### src/rtl/image_ram_reader_pkg.sv
// Shared types and constants for the image RAM reader: FSM states and
// pixel/word geometry.
package image_ram_reader_pkg;

    typedef enum logic [2:0] {
        IDLE  = 3'd0,
        FETCH = 3'd1,
        WAIT  = 3'd2,
        EMIT  = 3'd3,
        DONE  = 3'd4
    } state_t;

    localparam int BYTES_PER_WORD     = 4;
    localparam int PIX_W              = 8;
    localparam int WORD_W             = BYTES_PER_WORD * PIX_W;
    localparam int BYTE_IDX_W         = 2;
    localparam int DEFAULT_NUM_PIXELS = 784;
    // Wide enough to count up to the largest legal image (4096 pixels).
    localparam int PIX_CNT_W          = 13;

endpackage

### src/rtl/image_word_unpacker.sv
// Holds one fetched RAM word and presents its bytes one at a time,
// little-endian, as the consumer accepts them.
module image_word_unpacker
    import image_ram_reader_pkg::*;
(
    input  logic                  clk,
    input  logic                  reset,
    input  logic                  clear,
    input  logic                  load,
    input  logic                  advance,
    input  logic [WORD_W-1:0]     word_in,
    output logic [PIX_W-1:0]      pix_data,
    output logic [BYTE_IDX_W-1:0] byte_idx
);

    logic [WORD_W-1:0]     word_reg;
    logic [BYTE_IDX_W-1:0] byte_idx_reg;
    logic [PIX_W-1:0]      word_bytes [BYTES_PER_WORD];

    generate
        for (genvar gi = 0; gi < BYTES_PER_WORD; gi++) begin : g_bytes
            assign word_bytes[gi] = word_reg[gi*PIX_W +: PIX_W];
        end
    endgenerate

    // A freshly loaded word always starts presenting from byte 0.
    always_ff @(posedge clk) begin
        if (reset) begin
            word_reg     <= '0;
            byte_idx_reg <= '0;
        end else begin
            if (load) begin
                word_reg <= word_in;
            end
            if (clear || load) begin
                byte_idx_reg <= '0;
            end else if (advance) begin
                byte_idx_reg <= byte_idx_reg + BYTE_IDX_W'(1);
            end
        end
    end

    assign pix_data = word_bytes[byte_idx_reg];
    assign byte_idx = byte_idx_reg;

endmodule

### src/rtl/image_ram_reader.sv
// Streams one image out of a 32-bit word RAM as a valid/ready byte stream,
// one word fetch per four pixels.
module image_ram_reader
    import image_ram_reader_pkg::*;
#(
    parameter int BASE_ADDR  = 0,
    parameter int NUM_PIXELS = DEFAULT_NUM_PIXELS,
    parameter int ADDR_W     = 10
) (
    input  logic              clk,
    input  logic              reset,
    input  logic              start,
    output logic              busy,
    output logic              done,
    output logic [ADDR_W-1:0] ram_address,
    output logic              ram_chipselect,
    output logic              ram_clken,
    output logic              ram_write,
    output logic [3:0]        ram_byteenable,
    output logic [31:0]       ram_writedata,
    input  logic [31:0]       ram_readdata,
    output logic [7:0]        pix_data,
    input  logic              pix_ready,
    output logic              pix_valid,
    output logic              pix_last
);

    localparam logic [PIX_CNT_W-1:0] LAST_PIX = PIX_CNT_W'(NUM_PIXELS - 1);
    localparam logic [ADDR_W-1:0]    BASE     = ADDR_W'(BASE_ADDR);

    state_t                  state_reg, state_next;
    logic [ADDR_W-1:0]       word_idx_reg, word_idx_next;
    logic [PIX_CNT_W-1:0]    pix_cnt_reg, pix_cnt_next;

    logic                    unpack_clear;
    logic                    unpack_load;
    logic                    unpack_advance;
    logic [PIX_W-1:0]        unpack_data;
    logic [BYTE_IDX_W-1:0]   byte_idx;
    logic                    handshake;
    logic                    at_last_pix;

    image_word_unpacker u_unpacker (
        .clk      (clk),
        .reset    (reset),
        .clear    (unpack_clear),
        .load     (unpack_load),
        .advance  (unpack_advance),
        .word_in  (ram_readdata),
        .pix_data (unpack_data),
        .byte_idx (byte_idx)
    );

    assign handshake   = (state_reg == EMIT) && pix_ready;
    assign at_last_pix = (pix_cnt_reg == LAST_PIX);

    always_ff @(posedge clk) begin
        if (reset) begin
            state_reg    <= IDLE;
            word_idx_reg <= '0;
            pix_cnt_reg  <= '0;
        end else begin
            state_reg    <= state_next;
            word_idx_reg <= word_idx_next;
            pix_cnt_reg  <= pix_cnt_next;
        end
    end

    always_comb begin
        state_next     = state_reg;
        word_idx_next  = word_idx_reg;
        pix_cnt_next   = pix_cnt_reg;
        unpack_clear   = 1'b0;
        unpack_load    = 1'b0;
        unpack_advance = 1'b0;

        case (state_reg)
            IDLE: begin
                if (start) begin
                    state_next    = FETCH;
                    word_idx_next = '0;
                    pix_cnt_next  = '0;
                    unpack_clear  = 1'b1;
                end
            end
            FETCH: state_next = WAIT;
            WAIT: begin
                unpack_load = 1'b1;
                state_next  = EMIT;
            end
            EMIT: begin
                if (handshake) begin
                    unpack_advance = 1'b1;
                    pix_cnt_next   = pix_cnt_reg + PIX_CNT_W'(1);
                    // The pixel count ends a partial last word before byte 3.
                    if (at_last_pix) begin
                        state_next = DONE;
                    end else if (byte_idx == BYTE_IDX_W'(BYTES_PER_WORD - 1)) begin
                        word_idx_next = word_idx_reg + ADDR_W'(1);
                        state_next    = FETCH;
                    end
                end
            end
            DONE:    state_next = IDLE;
            default: state_next = IDLE;
        endcase
    end

    // Outputs are masked by reset so they read zero for the whole reset window.
    always_comb begin
        busy           = 1'b0;
        done           = 1'b0;
        ram_address    = '0;
        ram_chipselect = 1'b0;
        ram_clken      = 1'b0;
        pix_valid      = 1'b0;
        pix_last       = 1'b0;
        pix_data       = '0;

        if (!reset) begin
            case (state_reg)
                FETCH: begin
                    busy           = 1'b1;
                    ram_address    = BASE + word_idx_reg;
                    ram_chipselect = 1'b1;
                    ram_clken      = 1'b1;
                end
                WAIT: begin
                    busy      = 1'b1;
                    ram_clken = 1'b1;
                end
                EMIT: begin
                    busy      = 1'b1;
                    pix_valid = 1'b1;
                    pix_data  = unpack_data;
                    pix_last  = at_last_pix;
                end
                DONE:    done = 1'b1;
                default: ;
            endcase
        end
    end

    assign ram_write      = 1'b0;
    assign ram_byteenable = 4'hF;
    assign ram_writedata  = 32'h0;

endmodule

### config.mk
export PLATFORM = sky130hd
export DESIGN_NAME = image_ram_reader
export DESIGN_NICKNAME = d
export VERILOG_FILES = /design/src/rtl/image_ram_reader_pkg.sv /design/src/rtl/image_word_unpacker.sv /design/src/rtl/image_ram_reader.sv
export SDC_FILE = /design/constraint.sdc
export NUM_CORES = 1
export LEC_CHECK = 0
export ABC_CLOCK_PERIOD_IN_PS = 3300
export BUFFER_PORTS_ARGS = -buffer_cell sky130_fd_sc_hd__buf_2
export CAP_MARGIN = 20
export CORE_MARGIN = 5
export CORE_UTILIZATION = 55
export DETAILED_ROUTE_END_ITERATION = 10
export GPL_ROUTABILITY_DRIVEN = 0
export PLACE_DENSITY_LB_ADDON = 0.3
export SLEW_MARGIN = 20
export SYNTH_ARGS = -nofsm -noshare
export SYNTH_HDL_FRONTEND = slang
export SYNTH_SLANG_ARGS = --single-unit
export TNS_END_PERCENT = 10
### constraint.sdc
create_clock -name clk -period 3.3 [get_ports clk]
set_input_delay 0.165 -clock clk [delete_from_list [all_inputs] [get_ports clk]]
set_output_delay 0.165 -clock clk [all_outputs]
set_load 0.05 [all_outputs]
==> impl_metrics.env <==
export IMPL_status="complete, no violations"
export IMPL_die_w_microns=86.17
export IMPL_postCtsSetupRepairBufs=0
export IMPL_fin_crit_ns=2.605
export IMPL_arrival_ns=2.44
export IMPL_maxCapViolCount=0
export IMPL_synthTopCellsByCount="nand2_1, dfxtp_1, a21oi_1, buf_4, clkbuf_1"
export IMPL_hold_violations=0
export IMPL_reg2reg_to="word_idx_reg[7]$_SDFFE_PP0P_"
export IMPL_clockRootBuffer="clkbuf_8"
export IMPL_vias=2793
export IMPL_synth_edff_count=0
export IMPL_yosysTopAreaCell="dfxtp_1"
export IMPL_yosysWarnings=0
export IMPL_start_util=0.5724
export IMPL_setup_tns_ns=0
export IMPL_fin_skew_ns=0.005695
export IMPL_io_buffer_count=59
export IMPL_cp_start_kind="register"
export IMPL_nNetsFinal=477
export IMPL_critPathMaxStageDelay_ns=0.74
export IMPL_slew_limit_headroom=0.4583
export IMPL_grt_pass1_wl_microns=11380
export IMPL_ys_seq_area_frac=0.3765
export IMPL_finalCritPeriodShare=0.7895
export IMPL_clkTransAtPathRegs_ns=0.07
export IMPL_synthesis_area_sq_um=3191
export IMPL_route_detailed_wl_per_inst_microns=13.89
export IMPL_synthCells=390
export IMPL_routed_via_density=5.423
export IMPL_clock_latency_ns=0.34
export IMPL_worstHoldStart="ram_readdata[5]"
export IMPL_peakVddDrop_v=0.0002578
export IMPL_drt_total_wl_microns=7154
export IMPL_grt_usage=0.1915
export IMPL_reg2reg_from="state_reg[0]$_SDFFE_PP0P_"
export IMPL_powerDensity_nw_per_um2=501.7
export IMPL_core_area_sq_um=5574
export IMPL_worst_hold_path_type="input port to register"
export IMPL_crit_path_cell_trace="or4_1, or4_1, nor2_1, buf_2"
export IMPL_fillCellCount=519
export IMPL_cp_required_ns=3.13
export IMPL_rows=27
export IMPL_yosysMostFrequentCell="nand2_1"
export IMPL_cp_end_kind="output pin"
export IMPL_clock_sinks=60
export IMPL_drtAntennaViolNets=0
export IMPL_holdPathEnd="u_unpacker.word_reg[5]$_SDFFE_PP0P_"
export IMPL_drc=0
export IMPL_ys_flop_type="dfxtp_1"
export IMPL_critical_path_class="register to output pin"
export IMPL_antenna_found_initial=0
export IMPL_crit_slowest_cell="or4_1"
export IMPL_cp_depth=4
export IMPL_cts_tree="done"
export IMPL_r2r_cells=4
export IMPL_grt_pass1_vias=2481
export IMPL_hpwlAfterDp_microns=4851
export IMPL_overflow=0
export IMPL_leakagePower_uw=0.001422
export IMPL_setup_viol=0
export IMPL_htree_num_levels=3
export IMPL_fp_dieH_microns=86.17
export IMPL_ys_async_sr_fraction=0
export IMPL_ios=97
export IMPL_cp_common_cell="or4_1"
export IMPL_cts_resized=0
export IMPL_slew_viol_final=0
export IMPL_antenna_cells=0
export IMPL_synth_top_cell_area_share=0.3765
export IMPL_worstPathMaxFanout=14
export IMPL_min_path_cells=3
export IMPL_largest_reg_flops=32
export IMPL_grt_max_degree=45
export IMPL_cp_top_family="simple AND/OR/NAND/NOR gates"
export IMPL_ys_top_cells_by_area="dfxtp_1, buf_4, nand2_1"
export IMPL_area_delta_synth_final_pct=12.04
export IMPL_ctsHoldBuffers=0
export IMPL_first_iter_violations=241
export IMPL_cp_num_buf_inv=1
export IMPL_synth_cell_types=47
export IMPL_cts_buffer_depth=2
export IMPL_r2r_slack_ns=1.00
export IMPL_fmax_ghz=0.3838
export IMPL_ys_ff_latch=60
export IMPL_cts_buffers=9
export IMPL_rsz0062_at_grt="false"
export IMPL_dieArea_sq_um=7424
export IMPL_whs_ns=0.05848
export IMPL_firstDrtPassIters=5
export IMPL_worst_pin_slew_ns=0.8126
export IMPL_avgSynthCellArea_sq_um=8.181
export IMPL_layout_drive_gt1_share=0.2054
==> worst reg2reg max path: stages, from the launching register on <==
cell and delay [ns]:
dfxtp_1 0.67, nand3_1 0.38, a211oi_2 0.73, nand2_1 0.24
o221ai_1 0.20
==> layout make-up <==
class | count | area [sq um] | area share
timing repair buffer | 64 | 332.8 | 0.09310
tap | 72 | 90.09 | 0.02520
sequential | 60 | 1201 | 0.3360
clock buffer | 10 | 127.6 | 0.03570
multi-input combinational | 292 | 1693 | 0.4736
clock inverter | 6 | 88.84 | 0.02485
inverter | 11 | 41.29 | 0.01155
==> where the power goes <==
part,switching [uW],leakage [uW],internal [uW],total (uW)
combinational,208,0.000832,72.9,281
sequential,27.5,0.000487,756,784
clock,303,0.000102,425,728
==> cell families (layout without fill, tap and decap cells) <==
group                      count (synthesis)  in the layout  synth area share
muxes                                     11             11           0.06627
buffers and inverters                     73             91            0.1349
DFF                                       60             60            0.3765
AOI/OAI and AO/OA                         76             76            0.1439
xor gates and xnor gates                   5              5           0.01372
other                                      2             37          0.002354
and+or+nand+nor                          160            160            0.2506
adders and majority gates                  3              3           0.01177
==> through the flow <==
step           instance area (sq um)  total power [uW]  cells  worst slack (ns)  utilization
2_1_floorplan                   3322              1061    425            0.8675            -
3_3_place_gp                    3358              1073    499             1.093       0.6025
3_5_place_dp                    3358              1078    499             1.051       0.6025
4_1_cts                         3575              1801    515            0.6841       0.6413
5_1_grt                         3575              1866    515            0.6145       0.6413
6_report                        3575              1793    515            0.6945       0.6413
==> layer usage <==
metal / global-route usage / wire (microns) / up-vias / share of wire
met1: 0.2463 / 3093 / 1292 / 0.43
met5: 0 / 0 / - / 0
li1: - / - / 1382 / -
met2: 0.2999 / 3349 / 112 / 0.47
met3: 0.04515 / 627 / 7 / 0.088
met4: 0.09496 / 84 / 0 / 0.012
==> cells in the final DEF, fill, tap and decap left out, drive strengths merged, types with 4 or more instances in the layout <==
cell type	synthesis	routed
a211oi	5	5
a21oi	40	40
a31oi	8	8
and2	10	10
and3	4	4
buf	42	64
clkbuf	20	10
conb	2	37
dfxtp	60	60
inv	11	11
mux4	8	8
nand2	74	74
nand2b	4	4
nand3	9	9
nand4	9	9
nor2	12	12
nor2b	10	10
nor3	8	8
o21ai	7	7
o31ai	5	5
or4	7	7
xnor2	4	4
==> worst max path at each step <==
stage,from,to,slack [ns]
2_1_floorplan,pix_cnt_reg[5]$_SDFFE_PP0P_,pix_last,0.87
3_3_place_gp,pix_cnt_reg[5]$_SDFFE_PP0P_,pix_last,1.09
3_5_place_dp,pix_cnt_reg[5]$_SDFFE_PP0P_,pix_last,1.05
4_1_cts,pix_cnt_reg[5]$_SDFFE_PP0P_,pix_last,0.68
5_1_grt,pix_cnt_reg[5]$_SDFFE_PP0P_,pix_last,0.61
6_report,pix_cnt_reg[5]$_SDFFE_PP0P_,pix_last,0.69
(Power assumes the default switching activity.)
